[src/rtl/motor_fault_monitor.sv]
// ---------------------------------------------------------------------------
// motor_fault_monitor
//
// Synthetic induction-motor condition monitor. A phase counter walks a
// 64-entry sine table; the selected operating mode shapes that sine into a
// per-mode current waveform, which is registered as the observable sample.
// Every clock the current sample is squared and accumulated. After 64
// samples the mean square is latched as the feature, and a threshold
// classifier turns the feature into a fault code.
//
// Ports
//   clk     in   1        system clock, all state updates on the rising edge
//   rst     in   1        asynchronous active-high reset
//   mode    in   2        requested condition: 00 healthy, 01 bearing,
//                         10 rotor, 11 stator
//   signal  out  16 s     registered synthetic current sample
//   rms     out  32 u     registered mean square of the last full window
//   fault   out  2        fault code derived combinationally from rms
// ---------------------------------------------------------------------------
module motor_fault_monitor #(
    parameter int T_BEARING = 589824,
    parameter int T_ROTOR   = 917504,
    parameter int T_STATOR  = 1638400
) (
    input  logic               clk,
    input  logic               rst,
    input  logic [1:0]         mode,
    output logic signed [15:0] signal,
    output logic [31:0]        rms,
    output logic [1:0]         fault
);

    localparam logic [31:0] TH_BEARING = 32'(T_BEARING);
    localparam logic [31:0] TH_ROTOR   = 32'(T_ROTOR);
    localparam logic [31:0] TH_STATOR  = 32'(T_STATOR);

    // -----------------------------------------------------------------------
    // Sine table: round(1024 * sin(2*pi*k/64)). Read combinationally because
    // the result is captured by the signal register in the same cycle.
    // -----------------------------------------------------------------------
    function automatic logic signed [15:0] sine_lut(input logic [5:0] k);
        logic signed [15:0] v;
        case (k)
            6'd0:  v = 16'sd0;
            6'd1:  v = 16'sd100;
            6'd2:  v = 16'sd200;
            6'd3:  v = 16'sd297;
            6'd4:  v = 16'sd392;
            6'd5:  v = 16'sd483;
            6'd6:  v = 16'sd569;
            6'd7:  v = 16'sd650;
            6'd8:  v = 16'sd724;
            6'd9:  v = 16'sd792;
            6'd10: v = 16'sd851;
            6'd11: v = 16'sd903;
            6'd12: v = 16'sd946;
            6'd13: v = 16'sd980;
            6'd14: v = 16'sd1004;
            6'd15: v = 16'sd1019;
            6'd16: v = 16'sd1024;
            6'd17: v = 16'sd1019;
            6'd18: v = 16'sd1004;
            6'd19: v = 16'sd980;
            6'd20: v = 16'sd946;
            6'd21: v = 16'sd903;
            6'd22: v = 16'sd851;
            6'd23: v = 16'sd792;
            6'd24: v = 16'sd724;
            6'd25: v = 16'sd650;
            6'd26: v = 16'sd569;
            6'd27: v = 16'sd483;
            6'd28: v = 16'sd392;
            6'd29: v = 16'sd297;
            6'd30: v = 16'sd200;
            6'd31: v = 16'sd100;
            6'd32: v = 16'sd0;
            6'd33: v = -16'sd100;
            6'd34: v = -16'sd200;
            6'd35: v = -16'sd297;
            6'd36: v = -16'sd392;
            6'd37: v = -16'sd483;
            6'd38: v = -16'sd569;
            6'd39: v = -16'sd650;
            6'd40: v = -16'sd724;
            6'd41: v = -16'sd792;
            6'd42: v = -16'sd851;
            6'd43: v = -16'sd903;
            6'd44: v = -16'sd946;
            6'd45: v = -16'sd980;
            6'd46: v = -16'sd1004;
            6'd47: v = -16'sd1019;
            6'd48: v = -16'sd1024;
            6'd49: v = -16'sd1019;
            6'd50: v = -16'sd1004;
            6'd51: v = -16'sd980;
            6'd52: v = -16'sd946;
            6'd53: v = -16'sd903;
            6'd54: v = -16'sd851;
            6'd55: v = -16'sd792;
            6'd56: v = -16'sd724;
            6'd57: v = -16'sd650;
            6'd58: v = -16'sd569;
            6'd59: v = -16'sd483;
            6'd60: v = -16'sd392;
            6'd61: v = -16'sd297;
            6'd62: v = -16'sd200;
            6'd63: v = -16'sd100;
            default: v = 16'sd0;
        endcase
        return v;
    endfunction

    // -----------------------------------------------------------------------
    // State
    // -----------------------------------------------------------------------
    logic [5:0]         phase_reg;
    logic signed [15:0] signal_reg;
    logic [31:0]        acc_reg;
    logic [5:0]         count_reg;
    logic [31:0]        rms_reg;

    // -----------------------------------------------------------------------
    // Waveform shaping
    // -----------------------------------------------------------------------
    logic signed [15:0] base_sample;
    logic signed [15:0] harm_sample;
    logic signed [15:0] wave_next;

    // (8p) mod 64 is simply the low three phase bits moved up by three.
    assign base_sample = sine_lut(phase_reg);
    assign harm_sample = sine_lut({phase_reg[2:0], 3'b000});

    always_comb begin
        wave_next = base_sample;
        case (mode)
            2'b00:   wave_next = base_sample;
            2'b01:   wave_next = base_sample + (harm_sample >>> 1);
            2'b10:   wave_next = base_sample + (base_sample >>> 1);
            default: wave_next = base_sample <<< 1;
        endcase
    end

    // -----------------------------------------------------------------------
    // Mean-square feature
    // -----------------------------------------------------------------------
    logic signed [31:0] signal_ext;
    logic signed [31:0] sq_signed;
    logic [31:0]        sq;
    logic [31:0]        acc_sum;
    logic               window_end;
    logic [31:0]        rms_next;

    // Sign-extend before squaring so the product is formed at full width;
    // a square is never negative, so the unsigned view is exact.
    assign signal_ext = 32'(signal_reg);
    assign sq_signed  = signal_ext * signal_ext;
    assign sq         = $unsigned(sq_signed);
    assign acc_sum    = acc_reg + sq;
    assign window_end = (count_reg == 6'd63);
    assign rms_next   = {6'd0, acc_sum[31:6]};

    // -----------------------------------------------------------------------
    // Registers
    // -----------------------------------------------------------------------
    always_ff @(posedge clk or posedge rst) begin
        if (rst) begin
            phase_reg  <= 6'd0;
            signal_reg <= 16'sd0;
        end else begin
            phase_reg  <= phase_reg + 6'd1;
            signal_reg <= wave_next;
        end
    end

    // The sample squared here is the value already sitting in signal_reg,
    // so the first window after reset includes the reset zero.
    always_ff @(posedge clk or posedge rst) begin
        if (rst) begin
            acc_reg   <= 32'd0;
            count_reg <= 6'd0;
            rms_reg   <= 32'd0;
        end else begin
            count_reg <= count_reg + 6'd1;
            if (window_end) begin
                rms_reg <= rms_next;
                acc_reg <= 32'd0;
            end else begin
                acc_reg <= acc_sum;
            end
        end
    end

    // -----------------------------------------------------------------------
    // Classifier: highest threshold reached wins.
    // -----------------------------------------------------------------------
    logic [1:0] fault_code;

    always_comb begin
        fault_code = 2'b00;
        if (rms_reg >= TH_STATOR) begin
            fault_code = 2'b11;
        end else if (rms_reg >= TH_ROTOR) begin
            fault_code = 2'b10;
        end else if (rms_reg >= TH_BEARING) begin
            fault_code = 2'b01;
        end
    end

    assign signal = signal_reg;
    assign rms    = rms_reg;
    assign fault  = fault_code;

endmodule

[config.mk]
export PLATFORM = sky130hd
export DESIGN_NAME = motor_fault_monitor
export DESIGN_NICKNAME = d
export VERILOG_FILES = /design/src/rtl/motor_fault_monitor.sv
export SDC_FILE = /design/constraint.sdc
export NUM_CORES = 1
export LEC_CHECK = 0
export ABC_AREA = 1
export CAP_MARGIN = 20
export CORE_MARGIN = 1.5
export CORE_UTILIZATION = 40
export DETAILED_ROUTE_END_ITERATION = 16
export GPL_TIMING_DRIVEN = 0
export RECOVER_POWER = 50
export SYNTH_ARGS = -nofsm -noshare
export SYNTH_HDL_FRONTEND = slang
export SYNTH_SLANG_ARGS = --single-unit
[constraint.sdc]
create_clock -name clk -period 7.7 [get_ports clk]
set_input_delay 1.155 -clock clk [delete_from_list [all_inputs] [get_ports clk]]
set_output_delay 1.155 -clock clk [all_outputs]
set_load 0.02 [all_outputs]
# Yosys cells after proc, flatten, opt, wreduce, memory -nomap -nowiden
# Memory sizes are Yosys's and may differ from the RTL's.
# Index checks and enable logic that the tools add are counted.
# totals
mem_bits_rw	0
latchBits	0
mem_count	1
in_bits	4
register_bits	86
rom_bits	1024
# mem_list
name	depth	width	rd	rd_ports_with_merged_regs	write_ports	line	source
(name not given)	64	16	1	0	0	43	case (k)
# op_classes
addsub	5
n_shift	0
muxes	6
n_eq_ne	10
div	0
n_reduce_logical	5
order_cmp	3
bitwise_logic	0
multipliers	1
# op_table
op	count
one-hot mux 16 bit (5 select lines)	1
>= comparator 26 x 20 -> 1 bit, second input constant	2
one-hot mux 16 bit (3 select lines)	1
adder 16 x 15 -> 16 bit	2
adder 32 bit	1
multiplier 16 x 16 -> 32 bit	1
two-way mux 32 bit	1
>= comparator 26 x 21 -> 1 bit, second input constant	1
adder 6 x 1 -> 6 bit, second input constant	2
== test 3 bit, second input constant	4
== test 3 x 2 -> 1 bit, second input constant	2
== test 6 bit, second input constant	1
OR reduction 2 bit	3
two-way mux 2 bit	2
== test 3 x 1 -> 1 bit, second input constant	1
logical NOT 3 bit	1
== test 2 x 1 -> 1 bit, second input constant	1
== test 2 bit, second input constant	1
logical NOT 2 bit	1
two-way mux 1 bit	1

# Longest topological paths before layout
# Gate-level depths: netlist of the first run.
# logic_depth
word_depth	5
depth_mapped	31

# Worst setup path after synthesis of the first run
# Ideal clock, no wire load.
# synth_path
path_type	reg2reg
from	reg signal_reg[15] (netlist: signal[15])
to	reg rms_reg[25] (netlist: rms[25])
required_time_ns	7.587
setup_ns	0.113
period_less_slack_ns	5.976
stages_incl_launch_ff	29
slack_ns	1.724
arrival_time_ns	5.863
cell_sequence	dfrtp_1 > buf_2 > buf_1 > nand2_1 > inv_1 > fa_1 > inv_1 > fa_1 > inv_1 > fa_1 > inv_1 > fa_1 > inv_1 > fa_1 > inv_1 > fa_1 > inv_1 > ha_1 > nand2_1 > nor3_1 > and2_1 > and2_1 > nand2_1 > inv_1 > nor2_1 > nand3_1 > nand3_1 > nand2_1 > inv_1
# synth_between
elab_chain_cells	2
# synth_rtl
item	line	source
start: declaration	117	logic signed [15:0] signal_reg;
start signal: assignment	171	signal_reg <= wave_next;
multiplier 16 x 16 -> 32 bit	156	assign sq_signed = signal_ext * signal_ext;
adder 32 bit	158	assign acc_sum = acc_reg + sq;
end signal: assignment	185	rms_reg <= rms_next;
end: declaration	120	logic [31:0] rms_reg;
# Every way passes these cells.
# A chain may end at the register's enable or synchronous reset.

# Worst setup path in the final report of the first run
# layout_path
from	reg signal_reg[6] (netlist: signal[6])
to	reg rms_reg[25] (netlist: rms[25])
# Same word-level chain as after synthesis.

==> results of run 1 <==
==> worst max-delay path by stage <==
stage                from  endpoint  slack [ps]  cells past startpoint
2_1_floorplan  signal[15]   rms[25]        1720                     28
3_3_place_gp    signal[8]   rms[25]         360                     25
3_5_place_dp    signal[8]   rms[25]         320                     25
4_1_cts         signal[8]   rms[25]         300                     25
5_1_grt         signal[2]   rms[25]          40                     26
6_report        signal[6]   rms[25]         380                     24
==> worst register-to-register path: stages (launching register included) <==
cell and delay (ps):
dfrtp_1 520, clkbuf_1 600, clkbuf_1 700, nand2_1 170
fa_1 560, fa_1 510, inv_1 340, fa_1 510
fa_1 520, fa_1 500, inv_1 50, fa_1 480
inv_1 40, ha_1 340, a21oi_1 250, o21ai_0 150
nand2b_1 210, nand2_1 80, nand2_1 40, nor2_1 280
inv_1 80, nand2_1 90, nand3_1 80, nand2_1 100
inv_1 40
==> synthesized netlist by cell type (3+ instances only) <==
cell      instances  share of area (%)
o21ai_2           4               0.23
o21ai_1          19               0.62
inv_1           492                 12
xnor2_1          10               0.57
xor2_1           29                1.7
a21oi_1          68                2.2
nor2_1          111                2.7
nand2_1         348                8.6
dfrtp_1          86                 14
ha_1            136                 11
or2_2             9               0.37
inv_2             7               0.17
nand3b_1          4               0.20
o211ai_1         10               0.49
o22ai_1           3               0.12
buf_2            10               0.33
nor3_1           10               0.33
or2_1             3               0.12
clkbuf_1         36               0.89
fa_1            265                 35
nand4_1          10               0.41
a31oi_1           5               0.20
and2_1            3               0.12
nand3_1          60                2.0
o221ai_1          5               0.29
o21ai_0          55                1.8
nand2_2           6               0.25
o21bai_1         11               0.54
buf_4             7               0.34
a22oi_1           6               0.30
nor2_2            6               0.25
==> cells by family after synthesis <==
kind of cell	count (synthesis)
flip-flops	86
XOR/XNOR	39
AND/OR/NAND/NOR	578
other	1
buffers and inverters	558
AO/OA/AOI/OAI	202
adder cells (fa/ha/maj)	401
==> per-layer routing <==
| layer | up-vias | global-route usage, % | wire length, µm |
|---|---|---|---|
| met2 | 290 | 37.8 | 19600 |
| met4 | 0 | 8.40 | 1190 |
| met5 | - | 0 | 0 |
| li1 | 5704 | - | - |
| met3 | 62 | 2.93 | 2080 |
| met1 | 5940 | 30.9 | 18700 |
==> what timing repair did <==
action                                  4_1_cts  5_1_grt
buffers inserted                              0        0
endpoints found under the setup margin        0        1
gates resized for setup                       0        3
==> area by class of cell <==
type                       instances  area share, %
clock inverter                     7          0.450
antenna                            1         0.0150
sequential                        86           12.9
clock buffer                       9           1.35
tap                              511           3.83
timing repair buffer              48           2.84
inverter                         500           11.3
buffer                            58           1.59
multi-input combinational       1226           65.7
==> metrics by stage <==
| stage | setup WS, ps | std cells | hold slack, ps | util, % | instance area, µm² |
|---|---|---|---|---|---|
| final | 383 | 2446 | 456 | 44.4 | 16700 |
| after global routing | 39.5 | 2445 | 472 | 44.4 | 16700 |
| after CTS | 298 | 2445 | 463 | 44.5 | 16700 |
| after detailed placement | 323 | 2429 | 453 | 43.7 | 16400 |
| after global placement | 363 | 2428 | 436 | 43.6 | 16400 |
| after floorplan | 1720 | 1870 | 422 | - | 15300 |
==> flow_summary_export.csv, run 1 <==
group,metric,value,unit
logic_synthesis,synthXorXnorAreaFrac,2.24,%
timing,finalCritPeriodShare,95.0,%
worst_setup_path,worstReg2RegStart,"signal[6]",
worst_setup_path,rr_endpoint,"rms[25]",
route,via_per_inst,4.90,
logic_synthesis,synthCells,1865,
min_path,min_to,"count_reg[0]",
worst_setup_path,r2r_slack,380,ps
floorplan,start_util,40.6,%
timing,maxSlewHeadroom,-157,%
worst_setup_path,startpoint_type,"register",
grt,antenna_found_initial,1,
worst_setup_path,rr_worst_depth,24,
worst_setup_path,worst_ep_arrival_time,7580,ps
worst_setup_path,critPathBufInv,7,
floorplan,die_x,198,µm
route,drt_iter0_drc,654,
final_layout,largest_reg_flops,32,
logic_synthesis,avgSynthCellArea,8.18,µm²
final_layout,final_common_cell,"inv_1",
final_layout,layout-drive-gt1-share,3.93,%
logic_synthesis,yosys.cell_types.count,55,
timing,tightest_slew,3860,ps
final_layout,fill_cells,3778,
clock_network,cts_max_path_buffers,2,
worst_setup_path,crit_chain,"clkbuf_1 > clkbuf_1 > nand2_1 > fa_1 > fa_1 > inv_1 > fa_1 > fa_1 > fa_1 > inv_1 > fa_1 > inv_1 > ha_1 > a21oi_1 > o21ai_0 > nand2b_1 > nand2_1 > nand2_1 > nor2_1 > inv_1 > nand2_1 > nand3_1 > nand2_1 > inv_1",
final_layout,multi_input_area,11000,µm²
route,wl_per_cell,17.0,µm
route,drcViolationCount,0,
run,cap_violations,1,
route,drt-pass1-iter-count,5,
logic_synthesis,yosysSeqAreaShare,14.1,%
floorplan,dieArea,39300,µm²
timing,post-route-min-period,7320,ps
timing,hold_viol_final,0,
grt,grtUsageTotal,22.9,%
outcome,outcome,"complete, but fails checks",
logic_synthesis,synth_warnings,0,
logic_synthesis,synth_seq_cells,86,
clock_network,clk-insertion-delay-late,370,ps
clock_network,cts_hold_buf,0,
floorplan,num_io_pins,54,
clock_network,cts_root_buf,"clkbuf_16",
placement,dpl.hpwl,35200,µm
route,detail_route.wirelength,41500,µm
clock_network,cts_tree,"done",
worst_setup_path,criticalPathCategory,"reg -> reg",
worst_setup_path,slowest_delay,690,ps
timing,fmax,137,MHz
logic_synthesis,synth_top_family_by_area,"adder cells",
logic_synthesis,muxShareOfSynthArea,0,%
worst_setup_path,crit_family,"adder cells",
logic_synthesis,syn_area,15300,µm²
grt,grt_pass1_vias,13000,
timing,setup_viol,0,
grt,grt_pass1_wl,68500,µm
logic_synthesis,synth-edff-count,0,
clock_network,ctsHtreeMaxLevel,3,
timing,maxSlewViolCount,72,
floorplan,die_h,198,µm
worst_setup_path,cp_slowest_cell,"clkbuf_1",
min_path,min_from,"count_reg[0]",
final_layout,regArea,2150,µm²
timing,finalClockSkew,9.02,ps
route,postRouteAntennaNets,0,
clock_network,cts_sinks,86,
outcome,violations,"capacitance limit, slew limit",
placement,portBuffers,47,
logic_synthesis,synthFlopType,"dfrtp_1",
min_path,hold_class,"reg -> reg",
min_path,min_path_cells,1,
floorplan,coreArea,37600,µm²
route,vias,12000,
placement,gp_congestion,0.900,
worst_setup_path,cp_common_cell,"fa_1",
final_layout,fin_nets,2334,
timing,fin_tns_setup,0,ps
worst_setup_path,required,7970,ps
grt,grt_remaining_overflow,0,
logic_synthesis,synth_compound_area_share,7.82,%
logic_synthesis,synth_fa_ha_area_share,45.9,%
clock_network,clk_pin_slew,80,ps
logic_synthesis,synthArstFlopShare,100,%
final_layout,final_cell_mix,"491 x inv_1, 348 x nand2_1, 265 x fa_1",
worst_setup_path,cp_max_fo,10,
logic_synthesis,yosys.area_share.simple,15.7,%
worst_setup_path,worstSetupEndpointType,"register",
final_layout,syn_to_final_growth,9.27,%
grt,grt_max_degree,72,
timing,rsz0062_at_grt,"false",
clock_network,numCtsBuffers,9,
floorplan,rows,71,
Power of run 1 is left out: the tool's default activity adds up to more than one toggle a clock period on the data nets, which glitch-free logic cannot reach.
==> run 2, diff against run 1 <==
--- a/config.mk
+++ b/config.mk
@@ -8,10 +8,12 @@
 export ABC_AREA = 1
 export CAP_MARGIN = 20
 export CORE_MARGIN = 1.5
-export CORE_UTILIZATION = 40
+export CORE_UTILIZATION = 58
 export DETAILED_ROUTE_END_ITERATION = 16
 export GPL_TIMING_DRIVEN = 0
+export PLACE_DENSITY = 0.76
 export RECOVER_POWER = 50
+export SLEW_MARGIN = 20
 export SYNTH_ARGS = -nofsm -noshare
 export SYNTH_HDL_FRONTEND = slang
 export SYNTH_SLANG_ARGS = --single-unit
==> flow_summary_export.csv, run 2 (synthesized netlist as in run 1, its figures left out) <==
group,metric,value,unit
outcome,outcome,"complete, but fails checks",
outcome,violations,"capacitance limit, slew limit",
route,detail_route.wirelength,39400,µm
final_layout,layout-drive-gt1-share,3.88,%
final_layout,fill_cells,2255,
clock_network,numCtsBuffers,9,
timing,rsz0062_at_grt,"false",
floorplan,rows,59,
timing,maxSlewHeadroom,-59.4,%
clock_network,cts_tree,"done",
clock_network,cts_hold_buf,0,
worst_setup_path,worst_ep_arrival_time,7560,ps
timing,finalClockSkew,6.38,ps
final_layout,syn_to_final_growth,7.81,%
floorplan,coreArea,25900,µm²
floorplan,die_h,165,µm
clock_network,cts_max_path_buffers,2,
grt,grt_max_degree,53,
clock_network,cts_root_buf,"clkbuf_16",
final_layout,largest_reg_flops,32,
clock_network,ctsHtreeMaxLevel,3,
final_layout,fin_nets,2334,
final_layout,final_common_cell,"inv_1",
timing,post-route-min-period,7300,ps
floorplan,dieArea,27300,µm²
route,vias,12300,
grt,antenna_found_initial,0,
clock_network,clk_pin_slew,70,ps
floorplan,die_x,165,µm
route,drt-pass1-iter-count,8,
placement,gp_congestion,0.925,
worst_setup_path,required,7960,ps
final_layout,antennaDiodeCount,0,
grt,grtUsageTotal,31.4,%
route,drcViolationCount,0,
floorplan,start_util,58.9,%
clock_network,cts_setup_buffers,0,
timing,tightest_slew,2380,ps
timing,fin_tns_setup,0,ps
min_path,hold_class,"reg -> reg",
clock_network,post_cts_resized,0,
timing,fmax,137,MHz
worst_setup_path,criticalPathCategory,"reg -> reg",
route,wl_per_cell,17.4,µm
route,drt_iter0_drc,936,
placement,placed_cell_area,16200,µm²
timing,hold_viol_final,0,
route,postRouteAntennaNets,0,
placement,dpl.hpwl,33200,µm
worst_setup_path,cp_max_fo,10,
final_layout,final_cell_mix,"491 x inv_1, 349 x nand2_1, 265 x fa_1",
timing,maxSlewViolCount,89,
clock_network,cts_sinks,86,
timing,finalCritPeriodShare,94.8,%
timing,setup_viol,0,
placement,portBuffers,47,
clock_network,clk-insertion-delay-late,360,ps
worst_setup_path,startpoint_type,"register",
grt,grt_pass1_vias,12800,
worst_setup_path,worstSetupEndpointType,"register",
grt,grt_remaining_overflow,0,
final_layout,finalInstanceArea,16500,µm²
timing,fin_hold_ws,454,ps
run,cap_violations,2,
grt,grt_pass1_wl,65200,µm
floorplan,num_io_pins,54,
route,via_per_inst,5.41,
-- run 2: routing by layer --
metal | wire length [µm] | track usage [%] | vias to the layer above | share of wire, %
met3 | 2780 | 4.72 | 113 | 7.1
met1 | 16200 | 42.1 | 6012 | 41
li1 | - | - | 5694 | -
met4 | 1620 | 12.2 | 0 | 4.1
met5 | 0 | 0 | - | 0
met2 | 18700 | 51.4 | 458 | 48
-- run 2: critical path: stages, from the launching register on --
cell and delay [ps]:
dfrtp_1 480, clkbuf_1 590, clkbuf_1 720, nand2_1 170, fa_1 580, fa_1 510, inv_1 310, fa_1 510
fa_1 520, fa_1 510, inv_1 60, fa_1 480, inv_1 40, ha_1 340, a21oi_1 230, o21ai_0 150
nand2b_1 200, nand2_1 70, nand2_1 40, nor2_1 280, inv_1 70, nand2_1 90, nand3_1 70, nand2_1 100
inv_1 40
-- run 2: final timing paths --
kind	from	end	slack [ps]	depth (start not counted)
min in group asynchronous	rst	phase_reg[2]	1900	2
worst max-delay path	signal[6]	rms[25]	400	24
worst min-delay path	count_reg[0]	count_reg[0]	450	1
worst min register to register	count_reg[0]	count_reg[0]	450	1
worst max register to register	signal[6]	rms[25]	400	24
max in group asynchronous	rst	acc_reg[28]	3250	3
-- run 2: area by class of cell --
class,instances,area [µm²],area share (%)
well taps,335,419,2.55
flip-flops and latches,86,2150,13.1
repair buffers,48,474,2.88
clock inverters,7,75.1,0.456
clock buffers,9,225,1.37
inverters,500,1880,11.4
plain buffers,58,272,1.65
multi-input cells,1226,11000,66.6
-- run 2: metrics by stage --
step	setup slack, ps	std cells	util, %
final	401	2269	63.5
after global routing	97.0	2269	63.5
after CTS	472	2269	63.6
after detailed placement	498	2253	62.5
after global placement	707	2252	62.4
after floorplan	1720	1870	-
Power of run 2 is left out for the same reason.
